File: config.mk
export PLATFORM = sky130hd
export DESIGN_NAME = exe_hazard_controller_flat
export DESIGN_NICKNAME = d
export VERILOG_FILES = /design/src/rtl/exe_hazard_controller_pkg.sv /design/src/rtl/exe_hazard_controller_if.sv /design/src/rtl/exe_hazard_controller_forwarding_unit.sv /design/src/rtl/exe_hazard_controller.sv /design/src/flat_wrapper.sv
export SDC_FILE = /design/constraint.sdc
export NUM_CORES = 1
export LEC_CHECK = 0
export CAP_MARGIN = 20
export CELL_PAD_IN_SITES_DETAIL_PLACEMENT = 0
export CELL_PAD_IN_SITES_GLOBAL_PLACEMENT = 1
export CORE_UTILIZATION = 35
export CTS_BUF_LIST = sky130_fd_sc_hd__clkbuf_4 sky130_fd_sc_hd__clkbuf_8
export CTS_CLUSTER_DIAMETER = 80
export DETAILED_ROUTE_END_ITERATION = 7
export PLACE_DENSITY_LB_ADDON = 0.05
export SLEW_MARGIN = 20
export SYNTH_ARGS = -nofsm -noshare
export SYNTH_HDL_FRONTEND = slang
export SYNTH_SLANG_ARGS = --single-unit
export TNS_END_PERCENT = 30
File: constraint.sdc
create_clock -name clk -period 2.7 [get_ports clk]
set_input_delay 0.405 -clock clk [delete_from_list [all_inputs] [get_ports clk]]
set_output_delay 0.405 -clock clk [all_outputs]
set_load 0.01 [all_outputs]
File: src/rtl/exe_hazard_controller_pkg.sv
// Shared types and constants for the EXE-stage hazard controller.
// Optional feature macro: FORWARDING_EN (see exe_hazard_controller.sv).
package exe_ctrl_pkg;

    // Memory-wait sequencer states
    typedef enum logic {
        RUN      = 1'b0,
        MEM_WAIT = 1'b1
    } state_t;

    // Operand source selects driven toward the ALU / Val2 generator
    localparam logic [1:0] SEL_REG = 2'b00;
    localparam logic [1:0] SEL_MEM = 2'b01;
    localparam logic [1:0] SEL_WB  = 2'b10;

    // Default widths and limits
    localparam int DEF_REG_W    = 4;
    localparam int DEF_CNT_W    = 16;
    localparam int DEF_WAIT_MAX = 16;

    // Wait counter is sized for the largest legal WAIT_MAX (255)
    localparam int WAIT_CNT_W   = 8;

endpackage

File: src/rtl/exe_hazard_controller_if.sv
// Bundle of pipeline-side signals seen by the EXE hazard controller.
// The pipeline drives the master side; the controller is the slave.
interface exe_hazard_controller_if #(
    parameter int REG_W = 4,
    parameter int CNT_W = 16
);

    logic [REG_W-1:0] id_src1;
    logic [REG_W-1:0] id_src2;
    logic             id_two_src;
    logic [REG_W-1:0] exe_src1;
    logic [REG_W-1:0] exe_src2;
    logic [REG_W-1:0] exe_dest;
    logic             exe_wb_en;
    logic             exe_mem_read_en;
    logic [REG_W-1:0] mem_dest;
    logic             mem_wb_en;
    logic [REG_W-1:0] wb_dest;
    logic             wb_wb_en;
    logic             br_taken;
    logic             mem_req;
    logic             mem_ready;
    logic             cnt_clr;

    logic [1:0]       sel_src1;
    logic [1:0]       sel_src2;
    logic             freeze_if;
    logic             freeze_id;
    logic             bubble_id_exe;
    logic             flush_if_id;
    logic             freeze_all;
    logic             mem_timeout;
    logic [CNT_W-1:0] stall_cycles;
    logic [CNT_W-1:0] wait_cycles;

    modport master (
        output id_src1, id_src2, id_two_src,
        output exe_src1, exe_src2, exe_dest, exe_wb_en, exe_mem_read_en,
        output mem_dest, mem_wb_en, wb_dest, wb_wb_en,
        output br_taken, mem_req, mem_ready, cnt_clr,
        input  sel_src1, sel_src2, freeze_if, freeze_id, bubble_id_exe,
        input  flush_if_id, freeze_all, mem_timeout, stall_cycles, wait_cycles
    );

    modport slave (
        input  id_src1, id_src2, id_two_src,
        input  exe_src1, exe_src2, exe_dest, exe_wb_en, exe_mem_read_en,
        input  mem_dest, mem_wb_en, wb_dest, wb_wb_en,
        input  br_taken, mem_req, mem_ready, cnt_clr,
        output sel_src1, sel_src2, freeze_if, freeze_id, bubble_id_exe,
        output flush_if_id, freeze_all, mem_timeout, stall_cycles, wait_cycles
    );

endinterface

File: src/rtl/exe_hazard_controller_forwarding_unit.sv
// Combinational operand-forwarding select generator for the EXE stage.
// With FORWARDING_EN undefined the selects are tied to the register-file
// path; the register file then resolves WB writes in its first half-cycle.
module forwarding_unit
    import exe_ctrl_pkg::*;
#(
    parameter int REG_W = DEF_REG_W
) (
    input  logic [REG_W-1:0] i_exe_src1,
    input  logic [REG_W-1:0] i_exe_src2,
    input  logic [REG_W-1:0] i_mem_dest,
    input  logic             i_mem_wb_en,
    input  logic [REG_W-1:0] i_wb_dest,
    input  logic             i_wb_wb_en,
    output logic [1:0]       o_sel_src1,
    output logic [1:0]       o_sel_src2
);

`ifdef FORWARDING_EN
    // The youngest producer (MEM) wins over the older one (WB)
    function automatic logic [1:0] pick_source(input logic [REG_W-1:0] src,
                                               input logic [REG_W-1:0] mem_dest,
                                               input logic             mem_wb_en,
                                               input logic [REG_W-1:0] wb_dest,
                                               input logic             wb_wb_en);
        logic [1:0] sel;
        sel = SEL_REG;
        if (mem_wb_en && (mem_dest == src)) begin
            sel = SEL_MEM;
        end else if (wb_wb_en && (wb_dest == src)) begin
            sel = SEL_WB;
        end
        return sel;
    endfunction

    // Compare both EXE sources against the in-flight destinations
    always_comb begin
        o_sel_src1 = pick_source(i_exe_src1, i_mem_dest, i_mem_wb_en, i_wb_dest, i_wb_wb_en);
        o_sel_src2 = pick_source(i_exe_src2, i_mem_dest, i_mem_wb_en, i_wb_dest, i_wb_wb_en);
    end
`else
    logic w_unused;

    assign w_unused = ^{i_exe_src1, i_exe_src2, i_mem_dest, i_mem_wb_en, i_wb_dest, i_wb_wb_en};

    // Without forwarding every operand comes straight from the register file
    always_comb begin
        o_sel_src1 = SEL_REG;
        o_sel_src2 = SEL_REG;
    end
`endif

endmodule

File: src/rtl/exe_hazard_controller.sv
// EXE-stage pipeline sequencing controller: operand forwarding selects,
// RAW / load-use stalls, branch flush, memory-wait freeze with timeout
// release, and saturating stall / wait statistics.
// Optional feature macro: FORWARDING_EN (forwarding paths and the
// load-use-only hazard rule; otherwise dependents stall until WB).
module exe_hazard_controller
    import exe_ctrl_pkg::*;
#(
    parameter int WAIT_MAX = DEF_WAIT_MAX,
    parameter int REG_W    = DEF_REG_W,
    parameter int CNT_W    = DEF_CNT_W
) (
    input logic                   clk,
    input logic                   rst,
    exe_hazard_controller_if.slave bus
);

    localparam logic [WAIT_CNT_W-1:0] WAIT_LAST = WAIT_CNT_W'(WAIT_MAX - 1);
    localparam logic [CNT_W-1:0]      CNT_MAX   = '1;

    state_t                r_state;
    state_t                w_next_state;
    logic [WAIT_CNT_W-1:0] r_wait_cnt;
    logic [WAIT_CNT_W-1:0] w_wait_cnt_next;
    logic                  r_mem_timeout;
    logic                  w_timeout_set;
    logic                  w_freeze_raw;
    logic                  w_freeze_all;

    logic                  w_match_exe;
    logic                  w_match_mem;
    logic                  w_hz;

    logic                  w_freeze_if;
    logic                  w_freeze_id;
    logic                  w_bubble_id_exe;
    logic                  w_flush_if_id;

    logic [CNT_W-1:0]      r_stall_cnt;
    logic [CNT_W-1:0]      r_wait_stat;

    logic [1:0]            w_sel_src1;
    logic [1:0]            w_sel_src2;

    forwarding_unit #(
        .REG_W (REG_W)
    ) u_forwarding_unit (
        .i_exe_src1  (bus.exe_src1),
        .i_exe_src2  (bus.exe_src2),
        .i_mem_dest  (bus.mem_dest),
        .i_mem_wb_en (bus.mem_wb_en),
        .i_wb_dest   (bus.wb_dest),
        .i_wb_wb_en  (bus.wb_wb_en),
        .o_sel_src1  (w_sel_src1),
        .o_sel_src2  (w_sel_src2)
    );

    // Does the ID instruction read a given destination register?
    assign w_match_exe = (bus.id_src1 == bus.exe_dest) |
                         (bus.id_two_src & (bus.id_src2 == bus.exe_dest));
    assign w_match_mem = (bus.id_src1 == bus.mem_dest) |
                         (bus.id_two_src & (bus.id_src2 == bus.mem_dest));

`ifdef FORWARDING_EN
    logic w_unused;

    // Only a load in EXE cannot be forwarded in time
    assign w_hz     = bus.exe_wb_en & bus.exe_mem_read_en & w_match_exe;
    assign w_unused = w_match_mem;
`else
    logic w_unused;

    // Any producer still in EXE or MEM blocks the dependent instruction
    assign w_hz     = (bus.exe_wb_en & w_match_exe) | (bus.mem_wb_en & w_match_mem);
    assign w_unused = bus.exe_mem_read_en;
`endif

    // Memory-wait sequencer: next state, wait count and freeze request
    always_comb begin
        w_next_state    = r_state;
        w_wait_cnt_next = r_wait_cnt;
        w_freeze_raw    = 1'b0;
        w_timeout_set   = 1'b0;
        case (r_state)
            RUN: begin
                if (bus.mem_req && !bus.mem_ready) begin
                    w_freeze_raw    = 1'b1;
                    w_next_state    = MEM_WAIT;
                    w_wait_cnt_next = WAIT_CNT_W'(1);
                end
            end
            MEM_WAIT: begin
                if (bus.mem_ready) begin
                    w_next_state    = RUN;
                    w_wait_cnt_next = '0;
                end else if (r_wait_cnt == WAIT_LAST) begin
                    w_timeout_set   = 1'b1;
                    w_next_state    = RUN;
                    w_wait_cnt_next = '0;
                end else begin
                    w_freeze_raw    = 1'b1;
                    w_wait_cnt_next = r_wait_cnt + WAIT_CNT_W'(1);
                end
            end
            default: begin
                w_next_state    = RUN;
                w_wait_cnt_next = '0;
            end
        endcase
    end

    // The freeze must release the moment reset is asserted, not at the next edge
    assign w_freeze_all = w_freeze_raw & rst;

    // Sequencer state, wait count and sticky timeout flag
    always_ff @(posedge clk or negedge rst) begin
        if (!rst) begin
            r_state       <= RUN;
            r_wait_cnt    <= '0;
            r_mem_timeout <= 1'b0;
        end else begin
            r_state    <= w_next_state;
            r_wait_cnt <= w_wait_cnt_next;
            if (w_timeout_set) begin
                r_mem_timeout <= 1'b1;
            end
        end
    end

    // Pipeline control: freeze beats branch, branch beats hazard
    always_comb begin
        w_freeze_if     = 1'b0;
        w_freeze_id     = 1'b0;
        w_bubble_id_exe = 1'b0;
        w_flush_if_id   = 1'b0;
        if (!w_freeze_all) begin
            if (bus.br_taken) begin
                w_flush_if_id   = 1'b1;
                w_bubble_id_exe = 1'b1;
            end else if (w_hz) begin
                w_freeze_if     = 1'b1;
                w_freeze_id     = 1'b1;
                w_bubble_id_exe = 1'b1;
            end
        end
    end

    // Saturating statistics; a clear request overrides counting
    always_ff @(posedge clk or negedge rst) begin
        if (!rst) begin
            r_stall_cnt <= '0;
            r_wait_stat <= '0;
        end else if (bus.cnt_clr) begin
            r_stall_cnt <= '0;
            r_wait_stat <= '0;
        end else begin
            if (w_freeze_id && (r_stall_cnt != CNT_MAX)) begin
                r_stall_cnt <= r_stall_cnt + CNT_W'(1);
            end
            if (w_freeze_all && (r_wait_stat != CNT_MAX)) begin
                r_wait_stat <= r_wait_stat + CNT_W'(1);
            end
        end
    end

    assign bus.sel_src1      = w_sel_src1;
    assign bus.sel_src2      = w_sel_src2;
    assign bus.freeze_if     = w_freeze_if;
    assign bus.freeze_id     = w_freeze_id;
    assign bus.bubble_id_exe = w_bubble_id_exe;
    assign bus.flush_if_id   = w_flush_if_id;
    assign bus.freeze_all    = w_freeze_all;
    assign bus.mem_timeout   = r_mem_timeout;
    assign bus.stall_cycles  = r_stall_cnt;
    assign bus.wait_cycles   = r_wait_stat;

endmodule
File: src/flat_wrapper.sv
// flat-port wrapper written by rule: the top's interface ports become plain ports
module exe_hazard_controller_flat import exe_ctrl_pkg::*;
#(
    parameter int WAIT_MAX = DEF_WAIT_MAX,
    parameter int REG_W    = DEF_REG_W,
    parameter int CNT_W    = DEF_CNT_W
)
  (clk, rst, bus_id_src1, bus_id_src2, bus_id_two_src, bus_exe_src1, bus_exe_src2, bus_exe_dest, bus_exe_wb_en, bus_exe_mem_read_en, bus_mem_dest, bus_mem_wb_en, bus_wb_dest, bus_wb_wb_en, bus_br_taken, bus_mem_req, bus_mem_ready, bus_cnt_clr, bus_sel_src1, bus_sel_src2, bus_freeze_if, bus_freeze_id, bus_bubble_id_exe, bus_flush_if_id, bus_freeze_all, bus_mem_timeout, bus_stall_cycles, bus_wait_cycles);
  exe_hazard_controller_if #(.REG_W(REG_W), .CNT_W(CNT_W)) bus_i ();
  input logic clk;
  input logic rst;
  input wire logic [$bits(bus_i.id_src1)-1:0] bus_id_src1;
  input wire logic [$bits(bus_i.id_src2)-1:0] bus_id_src2;
  input wire logic [$bits(bus_i.id_two_src)-1:0] bus_id_two_src;
  input wire logic [$bits(bus_i.exe_src1)-1:0] bus_exe_src1;
  input wire logic [$bits(bus_i.exe_src2)-1:0] bus_exe_src2;
  input wire logic [$bits(bus_i.exe_dest)-1:0] bus_exe_dest;
  input wire logic [$bits(bus_i.exe_wb_en)-1:0] bus_exe_wb_en;
  input wire logic [$bits(bus_i.exe_mem_read_en)-1:0] bus_exe_mem_read_en;
  input wire logic [$bits(bus_i.mem_dest)-1:0] bus_mem_dest;
  input wire logic [$bits(bus_i.mem_wb_en)-1:0] bus_mem_wb_en;
  input wire logic [$bits(bus_i.wb_dest)-1:0] bus_wb_dest;
  input wire logic [$bits(bus_i.wb_wb_en)-1:0] bus_wb_wb_en;
  input wire logic [$bits(bus_i.br_taken)-1:0] bus_br_taken;
  input wire logic [$bits(bus_i.mem_req)-1:0] bus_mem_req;
  input wire logic [$bits(bus_i.mem_ready)-1:0] bus_mem_ready;
  input wire logic [$bits(bus_i.cnt_clr)-1:0] bus_cnt_clr;
  output wire logic [$bits(bus_i.sel_src1)-1:0] bus_sel_src1;
  output wire logic [$bits(bus_i.sel_src2)-1:0] bus_sel_src2;
  output wire logic [$bits(bus_i.freeze_if)-1:0] bus_freeze_if;
  output wire logic [$bits(bus_i.freeze_id)-1:0] bus_freeze_id;
  output wire logic [$bits(bus_i.bubble_id_exe)-1:0] bus_bubble_id_exe;
  output wire logic [$bits(bus_i.flush_if_id)-1:0] bus_flush_if_id;
  output wire logic [$bits(bus_i.freeze_all)-1:0] bus_freeze_all;
  output wire logic [$bits(bus_i.mem_timeout)-1:0] bus_mem_timeout;
  output wire logic [$bits(bus_i.stall_cycles)-1:0] bus_stall_cycles;
  output wire logic [$bits(bus_i.wait_cycles)-1:0] bus_wait_cycles;
  assign bus_i.id_src1 = bus_id_src1;
  assign bus_i.id_src2 = bus_id_src2;
  assign bus_i.id_two_src = bus_id_two_src;
  assign bus_i.exe_src1 = bus_exe_src1;
  assign bus_i.exe_src2 = bus_exe_src2;
  assign bus_i.exe_dest = bus_exe_dest;
  assign bus_i.exe_wb_en = bus_exe_wb_en;
  assign bus_i.exe_mem_read_en = bus_exe_mem_read_en;
  assign bus_i.mem_dest = bus_mem_dest;
  assign bus_i.mem_wb_en = bus_mem_wb_en;
  assign bus_i.wb_dest = bus_wb_dest;
  assign bus_i.wb_wb_en = bus_wb_wb_en;
  assign bus_i.br_taken = bus_br_taken;
  assign bus_i.mem_req = bus_mem_req;
  assign bus_i.mem_ready = bus_mem_ready;
  assign bus_i.cnt_clr = bus_cnt_clr;
  assign bus_sel_src1 = bus_i.sel_src1;
  assign bus_sel_src2 = bus_i.sel_src2;
  assign bus_freeze_if = bus_i.freeze_if;
  assign bus_freeze_id = bus_i.freeze_id;
  assign bus_bubble_id_exe = bus_i.bubble_id_exe;
  assign bus_flush_if_id = bus_i.flush_if_id;
  assign bus_freeze_all = bus_i.freeze_all;
  assign bus_mem_timeout = bus_i.mem_timeout;
  assign bus_stall_cycles = bus_i.stall_cycles;
  assign bus_wait_cycles = bus_i.wait_cycles;
  exe_hazard_controller #(.WAIT_MAX(WAIT_MAX), .REG_W(REG_W), .CNT_W(CNT_W)) u_core (.clk(clk), .rst(rst), .bus(bus_i));
endmodule
Yosys cells after proc, flatten, opt, wreduce, memory -nomap -nowiden:

Cells that the tools add are included.

* register bits: 42
* output and inout port bits: 42

* add/subtract/negate cells: 3
* eq/ne operators: 8
* multiplexer cells: 22
* bitwise gates (word level): 9
* reduce and logical (&&, ||, !) cells: 6

Operator list (number)
* two-way mux 16 bit: 4
* adder 16 x 1 -> 16 bit (second input constant): 2
* inequality test 16 bit (second input constant): 2
* two-way mux 8 bit: 3
* == test 4 bit: 4
* case mux 8 bit (2 select lines): 1
* two-way mux 1 bit: 13
* adder 8 x 1 -> 8 bit (second input constant): 1
* == test 8 x 4 -> 1 bit (second input constant): 1
* bitwise AND 1 bit: 5
* nonzero test 2 bit: 2
* logical AND 1 bit: 3
* bitwise OR 1 bit: 3
* inequality test 2 x 1 -> 1 bit (second input constant): 1
* case mux 1 bit (2 select lines): 1
* logical NOT 1 bit: 1
* inverter 1 bit: 1

Depth between registers and ports, before layout:

Gate-level depths: netlist of run 1.

* depth in word-level cells: 11
* mapped depth: 9
* gate-level depth less buffers: 7

Modules after synthesis:

A second synthesis of run 1 with hierarchy kept.

* cells, all modules: 285
* area, all modules: 2566.2 um^2

By module, submodules not included
* exe_hazard_controller: times used 1, cells each 280, area each 2532.4 um^2
* forwarding_unit: times used 1, cells each 5, area each 33.8 um^2

Worst setup path after synthesis of run 1:

Ideal clock, no wire load.

* kind: flip-flop to flip-flop
* start point: register u_core.r_wait_cnt[5]
* end point: register u_core.r_stall_cnt[3] (netlist: u_core.bus.stall_cycles[3])
* library setup time: 0.078 ns
* data arrival time: 2.328 ns
* setup slack: 0.294 ns
* cell stages (with the launch flop): 8
* buffers on the path: 1
* clock period less this slack: 2.406 ns
* cells stage by stage: dfrtp_1 or3_4 o311a_4 or2_4 a31o_4 buf_6 or4_1 a21oi_1

* longest elaborated chain between the ends: 8

RTL lines
* start, declared: line exe_hazard_controller.sv:23 `logic [WAIT_CNT_W-1:0] r_wait_cnt;`
* start signal, assigned: line exe_hazard_controller.sv:123 `r_wait_cnt <= w_wait_cnt_next;`
* == test 8 x 4 -> 1 bit: line exe_hazard_controller.sv:96 `end else if (r_wait_cnt == WAIT_LAST) begin`
* two-way mux 1 bit: line exe_hazard_controller.sv:96
* two-way mux 1 bit: line exe_hazard_controller.sv:93 `if (bus.mem_ready) begin`
* case mux 1 bit (2 select lines): line exe_hazard_controller.sv:84 `case (r_state)`
* bitwise AND 1 bit: line exe_hazard_controller.sv:113 `assign w_freeze_all = w_freeze_raw & rst;`
* via bus_freeze_all: line flat_wrapper.sv:34 `output wire logic [$bits(bus_i.freeze_all)-1:0] bus_freeze_all;`
* two-way mux 1 bit: line exe_hazard_controller.sv:136 `if (!w_freeze_all) begin`
* logical AND 1 bit: line exe_hazard_controller.sv:157 `if (w_freeze_id && (r_stall_cnt != CNT_MAX)) begin`
* nonzero test 2 bit (no source line)
* end signal, assigned: line exe_hazard_controller.sv:158 `r_stall_cnt <= r_stall_cnt + CNT_W'(1);`
* end, declared: line exe_hazard_controller.sv:39 `logic [CNT_W-1:0] r_stall_cnt;`

The timed path passes the listed nets, and every way through them passes these cells.
A chain may end at the register's enable or synchronous reset.

Worst setup path in the final report of run 1:

* start point: input port bus_id_src2[1]
* end point: output port bus_bubble_id_exe

* longest elaborated chain between the ends: 8
* elaborated cells on any way between the ends: 12
* classes of those cells: eq/ne (2); mux (3); bitwise (7)

RTL lines
* start, declared: line flat_wrapper.sv:13 `input wire logic [$bits(bus_i.id_src2)-1:0] bus_id_src2;`
* == test 4 bit, on equally long branches: line exe_hazard_controller.sv:60, exe_hazard_controller.sv:62
* bitwise AND 1 bit, on equally long branches: line exe_hazard_controller.sv:60, exe_hazard_controller.sv:62
* bitwise OR 1 bit, on equally long branches: line exe_hazard_controller.sv:59, exe_hazard_controller.sv:61
* bitwise AND 1 bit: line exe_hazard_controller.sv:74 `assign w_hz = (bus.exe_wb_en & w_match_exe) | (bus.mem_wb_en & w_match_mem);`
* bitwise OR 1 bit (*): line exe_hazard_controller.sv:74
* two-way mux 1 bit (*): line exe_hazard_controller.sv:140 `end else if (w_hz) begin`
* two-way mux 1 bit (*): line exe_hazard_controller.sv:137 `if (bus.br_taken) begin`
* two-way mux 1 bit (*): line exe_hazard_controller.sv:136
* end, declared: line flat_wrapper.sv:32 `output wire logic [$bits(bus_i.bubble_id_exe)-1:0] bus_bubble_id_exe;`

Every way passes the cells marked *; elsewhere a longest branch is shown, timed or not.

==> summary.txt, run 1 <==
Pwr
  • P_sw: 0.3609 mW
  • Peak supply drop: 0.0002017 V
  • Total power: 1.372 mW
  • Internal Power: 1.011 mW
  • Comb pwr share: 14.7%
  • Leak Pwr: 1.389 nW
  • Clk network pwr share: 38.2%
  • Sw frac: 26.31%
  • Flop pwr share: 47.1%
  • Power per cell area: 398.5 mW/mm^2

Run
  • Max cap viols: 0

Placement
  • Gpl congestion: 0.7743
  • Post-DP HPWL: 4448 um
  • IO Port Bufs: 62

Clocking
  • Clock sinks: 42
  • Longest Clk Path Bufs: 2
  • Worst-Skew Late Latency: 300 ps
  • CTS tree: built
  • Clock-pin slew of the registers on the worst-case setup and hold paths: 90 ps
  • Root Buffer: clkbuf_8
  • Cts bufs inserted: 5
  • H-Tree Depth: 2

Floorplan
  • Die W: 87.38 um
  • Die ar.: 0.007634 sq mm
  • Initial core utilization: 36.94%
  • Die Span Y: 87.38 um
  • Cell row count: 30
  • Core Area: 0.006907 sq mm
  • I/O Pins: 81

Synthesis
  • Seq/Total Area, Yosys: 41.20%
  • Yosys warns: 0
  • Ys flop type: dfrtp_1
  • Mapped Area: 0.002551 sq mm
  • Number of enable flip-flop cells after synthesis: 0
  • Gate Count Post-Synth: 278
  • Yosys cell types: 55
  • Synth Area per Inst: 9.177 sq um
  • Number of synthesized register bits: 42
  • Post-synth ARST share: 100.0%

STA
  • WHS: 208.2 ps
  • Worst slew pin tran: 636.6 ps
  • Final worst path period share: 93.68%
  • Slew margin rel.: 57.56%
  • Clk_skew: 12.38 ps
  • Final Critical Period: 2529 ps
  • Final Max Slew Viols: 0
  • Setup Viol. Count Final: 0
  • F_max: 395.4 MHz
  • RSZ-0062 raised after global routing: no
  • Fin. Hold Viols: 0

Worst setup path
  • Kind of critical path: in2out
  • CP max FO: 4
  • Worst Setup Start Kind: input pin
  • Crit. End Element: output port
  • Worst path required time: 2300 ps
  • Worst EP arrival: 2120 ps

Routing
  • Average vias per placed instance: 5.209
  • Post-route DRC violation count: 0
  • Drt pass-1 iters: 4
  • Drt total wl: 6242 um
  • DR WL/cell: 14.00 um
  • Vias: 2323
  • Final ANT Viol Nets: 0
  • Drt initial violations: 74

Global route
  • GRT Resource Usage Total: 17.34%
  • Number of global-route vias before repair: 2212
  • Largest net degree at the start of global routing: 43
  • Grt total ovfl: 0
  • Initial antenna violation count: 0
  • First-pass GRT wire length: 10530 um

Cells and area
  • Commonest non-fill, non-tap cell in the layout: clkdlybuf4s50_1
  • N_diodes: 0
  • Fill count: 715
  • Layout cell share with drive strength beyond 1: 10.86%
  • Area growth syn-to-layout: 34.97%
  • Final nets: 391
  • Commonest non-fill, non-tap cells in the layout: clkdlybuf4s50_1, dfrtp_1, nor2_1

Hold path
  • Min-delay worst type: in2async

Run status
  • Status: completed
## worst max-delay path, cell delays in order
cell and delay [ps]:
clkdlybuf4s50_1 480, inv_1 70, a222oi_1 510, a211oi_4 170
a21oi_1 210, dlygate4sd2_1 290
## sequential cells by signal, indices dropped and copies added (netlist names)
signal	flops
u_core.bus.stall_cycles	16
u_core.bus.wait_cycles	16
u_core.r_wait_cnt	8
u_core.bus.mem_timeout	1
u_core.r_state	1
## synth_stat cells (2+ instances only)
library cell  instances  area share [%]
and4_1                6             2.1
o311ai_0              3             1.0
buf_4                 5             1.5
mux2_2                3             1.3
or2_2                 4            0.98
and2_1                3            0.74
a211oi_1              3            0.88
nand4_1               8             2.0
xnor2_1              15             5.1
nor2b_1               4            0.98
or4_1                 4             1.2
o31a_1                2            0.69
o31ai_1               5             1.5
and3_1                4            0.98
nand2_1              18             2.6
nor4_1                2            0.49
nand3_1              17             3.3
nor2_1               29             4.3
ha_1                  3             1.5
xor2_1               10             3.4
mux2i_1               2            0.78
o22ai_1               2            0.49
inv_1                13             1.9
o21ai_0              10             2.0
a21oi_1               9             1.8
nor3_1               11             2.2
dfrtp_1              42              41
clkbuf_1              7             1.0
a22o_1                3             1.0
o41ai_1               6             2.1
## stage by stage
| step | instance area (sq um) | util (%) | std cells | setup TNS [ps] | setup slack (ps) |
|---|---|---|---|---|---|
| floorplan | 2562 | - | 281 | 0 | 293.6 |
| global placement | 3306 | 47.86 | 436 | -491.5 | -169.3 |
| detailed placement | 3306 | 47.86 | 436 | -466.7 | -161.4 |
| CTS | 3443 | 49.86 | 446 | 0 | 159.5 |
| global route | 3443 | 49.86 | 446 | 0 | 65.79 |
| finish | 3443 | 49.86 | 446 | 0 | 170.6 |
## power by group through the flow
stage	combinational [mW]	clock, mW	sequential (mW)
2_1_floorplan	0.0970	0	0.661
3_3_place_gp	0.197	0	0.660
3_5_place_dp	0.198	0	0.660
4_1_cts	0.205	0.541	0.646
5_1_grt	0.224	0.560	0.648
6_report	0.202	0.524	0.646
## what timing repair did
action                     CTS  global route
setup endpoints to repair    4             0
hold buffers                 0             0
gates resized for setup      7             0
buffers inserted             2             0
## cells by family after synthesis
kind of cell | after synthesis | share of synthesized area (%)
compound gates | 59 | 17.66
xor+xnor | 25 | 8.583
fa+ha+maj | 3 | 1.471
buf+inv | 27 | 5.052
flops | 42 | 41.20
mux | 5 | 2.109
other cells | 1 | 0.1470
simple gates | 116 | 23.79
## per-layer routing
metal	part of all wire [%]	routed length [um]	GRT usage, %	vias up
met5	0	0	0	-
met4	0.93	58	4.620	0
met3	4.1	258	2.844	4
met2	46	2841	27.70	55
met1	49	3084	24.28	1108
li1	-	-	-	1156
## cell type report
class / count / area [sq um] / area share [%]
inverter: 13 / 48.80 / 1.417
tap: 96 / 120.1 / 3.488
clock buffer: 5 / 68.82 / 1.999
clock inverter: 3 / 43.79 / 1.272
timing repair buffer: 75 / 708.2 / 20.57
sequential: 42 / 1051 / 30.52
multi-input combinational: 212 / 1403 / 40.73
## path summary, 6_finish.rpt
| kind | slack (ps) | startpoint | end | depth (start not counted) |
|---|---|---|---|---|
| worst max register to register | 250 | u_core.r_wait_cnt[6] | u_core.bus.stall_cycles[12] | 6 |
| worst min-delay path | 210 | rst | u_core.r_wait_cnt[6] | 2 |
| min in group clk | 470 | u_core.bus.mem_timeout | u_core.bus.mem_timeout | 1 |
| max in group asynchronous | 2100 | rst | u_core.bus.stall_cycles[2] | 2 |
| worst min register to register | 470 | u_core.bus.mem_timeout | u_core.bus.mem_timeout | 1 |
| worst max-delay path | 170 | bus_id_src2[1] | bus_bubble_id_exe | 6 |
Power figures use the tool's default switching activity.
==> inputs of run 2 (changes only) <==
Settings changed: MAX_ROUTING_LAYER set to met4.
==> run 2 against run 1 <==
Against the previous run: power hardly changed; highest routed layer unchanged; flip-flop and latch count stayed put; critical endpoint unchanged; setup slack hardly changed; clock skew hardly changed; via count stayed put; wire length hardly changed.
==> summary.txt, run 2 (synthesis gave the netlist of run 1 again) <==
Run status
  • Status: completed

Pwr
  • Comb pwr share: 14.7% (about the same)
  • Clk network pwr share: 38.2% (about the same)
  • Power per cell area: 398.5 mW/mm^2 (about the same)
  • Sw frac: 26.30% (about the same)
  • Internal Power: 1.011 mW (about the same)
  • Leak Pwr: 1.389 nW (unchanged)
  • Peak supply drop: 0.0002017 V (about the same)
  • Flop pwr share: 47.1% (about the same)
  • Total power: 1.372 mW (about the same)
  • P_sw: 0.3609 mW (about the same)

STA
  • F_max: 395.3 MHz (about the same)
  • RSZ-0062 raised after global routing: no
  • Setup Viol. Count Final: 0 (unchanged)
  • Fin. Hold Viols: 0 (unchanged)
  • Final Critical Period: 2529 ps (+0.06000 ps)
  • Final Max Slew Viols: 0 (unchanged)
  • Fin Setup TNS: 0 ps (unchanged)
  • Final worst slack: 170.5 ps (-0.06000 ps)
  • Slew margin rel.: 57.56% (unchanged)
  • Clk_skew: 12.38 ps (+0.001000 ps)
  • Worst slew pin tran: 636.6 ps (unchanged)
  • Final worst path period share: 93.68% (about the same)

Run
  • Max cap viols: 0 (unchanged)

Routing
  • DR WL/cell: 14.00 um (about the same)
  • Average vias per placed instance: 5.209 (unchanged)
  • Drt pass-1 iters: 4 (unchanged)
  • Post-route DRC violation count: 0 (unchanged)
  • Drt total wl: 6243 um (about the same)
  • Final ANT Viol Nets: 0 (unchanged)
  • Drt initial violations: 74 (unchanged)
  • Vias: 2323 (unchanged)

Global route
  • GRT Resource Usage Total: 17.86% (+0.51 points)
  • Initial antenna violation count: 0 (unchanged)
  • Grt total ovfl: 0 (unchanged)
  • Largest net degree at the start of global routing: 43 (unchanged)
  • Number of global-route vias before repair: 2211 (-0.045%)
  • First-pass GRT wire length: 10530 um (unchanged)

Clocking
  • H-Tree Depth: 2 (unchanged)
  • Cts bufs inserted: 5 (unchanged)
  • Longest Clk Path Bufs: 2 (unchanged)
  • Clock-pin slew of the registers on the worst-case setup and hold paths: 90 ps (about the same)
  • Clock sinks: 42 (unchanged)
  • Root Buffer: clkbuf_8
  • Worst-Skew Late Latency: 300 ps (about the same)
  • CTS tree: built

Worst setup path
  • Worst EP arrival: 2120 ps (about the same)
  • Worst Setup Start Kind: input pin
  • CP max FO: 4 (unchanged)
  • Kind of critical path: in2out
  • Worst path required time: 2300 ps (about the same)
  • Crit. End Element: output port

Floorplan
  • Core Area: 0.006907 sq mm (unchanged)
  • Initial core utilization: 36.94% (unchanged)
  • Cell row count: 30 (unchanged)
  • Die Span Y: 87.38 um (unchanged)
  • Die ar.: 0.007634 sq mm (unchanged)
  • Die W: 87.38 um (unchanged)
  • I/O Pins: 81 (unchanged)

Placement
  • Gpl congestion: 0.7849 (+1.4%)
  • Placement Setup Slack: -161.4 ps (unchanged)
  • IO Port Bufs: 62 (unchanged)
  • Post-DP HPWL: 4448 um (unchanged)

Cells and area
  • Layout cell share with drive strength beyond 1: 10.86% (unchanged)
  • N_diodes: 0 (unchanged)
  • Commonest non-fill, non-tap cell in the layout: clkdlybuf4s50_1
  • Final nets: 391 (unchanged)
  • Area growth syn-to-layout: 34.97% (unchanged)
  • Fill count: 715 (unchanged)
  • Commonest non-fill, non-tap cells in the layout: clkdlybuf4s50_1, dfrtp_1, nor2_1

Hold path
  • Min-delay worst type: in2async
## run 2: final timing paths
path,start,endpoint,slack (ps),cells after the start
hold / removal,rst,u_core.r_wait_cnt[6],210,2
max in group asynchronous,rst,u_core.bus.stall_cycles[2],2100,2
setup reg to reg,u_core.r_wait_cnt[6],u_core.bus.stall_cycles[12],250,6
min in group clk,u_core.bus.mem_timeout,u_core.bus.mem_timeout,470,1
hold reg to reg,u_core.bus.mem_timeout,u_core.bus.mem_timeout,470,1
setup / recovery,bus_id_src2[1],bus_bubble_id_exe,170,6
## run 2: critical path, cell delays in order
cell and delay [ps]:
clkdlybuf4s50_1 480, inv_1 70, a222oi_1 510, a211oi_4 170, a21oi_1 210, dlygate4sd2_1 290
## run 2: stage by stage
step / util, % / instance area [sq um] / instances / hold WS, ps
after detailed placement: 47.86 / 3306 / 436 / 459.9
after global routing: 49.86 / 3443 / 446 / 260.3
final: 49.86 / 3443 / 446 / 208.4
after CTS: 49.86 / 3443 / 446 / 227.6
after global placement: 47.86 / 3306 / 436 / 445.9
after floorplan: - / 2562 / 281 / 109.4
## run 2: routing by layer
layer  GRT usage [%]  part of all wire [%]  up-vias
li1                -                     -     1156
met1           24.34                    49     1108
met3           2.749                   4.0        4
met2           27.70                    45       55
met5               -                     0        -
met4           4.620                  0.96        0
## run 2: final cells by class
type                    instances  area (sq um)  share of cell area, %
clock inverters                 3         43.79                  1.272
well taps                      96         120.1                  3.488
inverters                      13         48.80                  1.417
clock buffers                   5         68.82                  1.999
flip-flops and latches         42          1051                  30.52
multi-input cells             212          1403                  40.73
repair buffers                 75         708.2                  20.57
## run 2: repair_timing
item	4_1_cts	5_1_grt
hold buffers	0	0
gates resized for setup	7	0
setup buffers	2	0
endpoints found under the setup margin	4	0
## run 2: power groups by stage
stage	clock, mW	combinational, mW	sequential, mW
floorplan	0	0.0970	0.661
global placement	0	0.197	0.660
detailed placement	0	0.198	0.660
CTS	0.541	0.205	0.646
global route	0.560	0.224	0.648
finish	0.524	0.202	0.646
==> inputs of run 3 (changes only) <==
Settings changed: GPL_ROUTABILITY_DRIVEN set to 0.
==> results of run 3 <==
The final DEF is identical to that of run 2; final timing and power are the same.
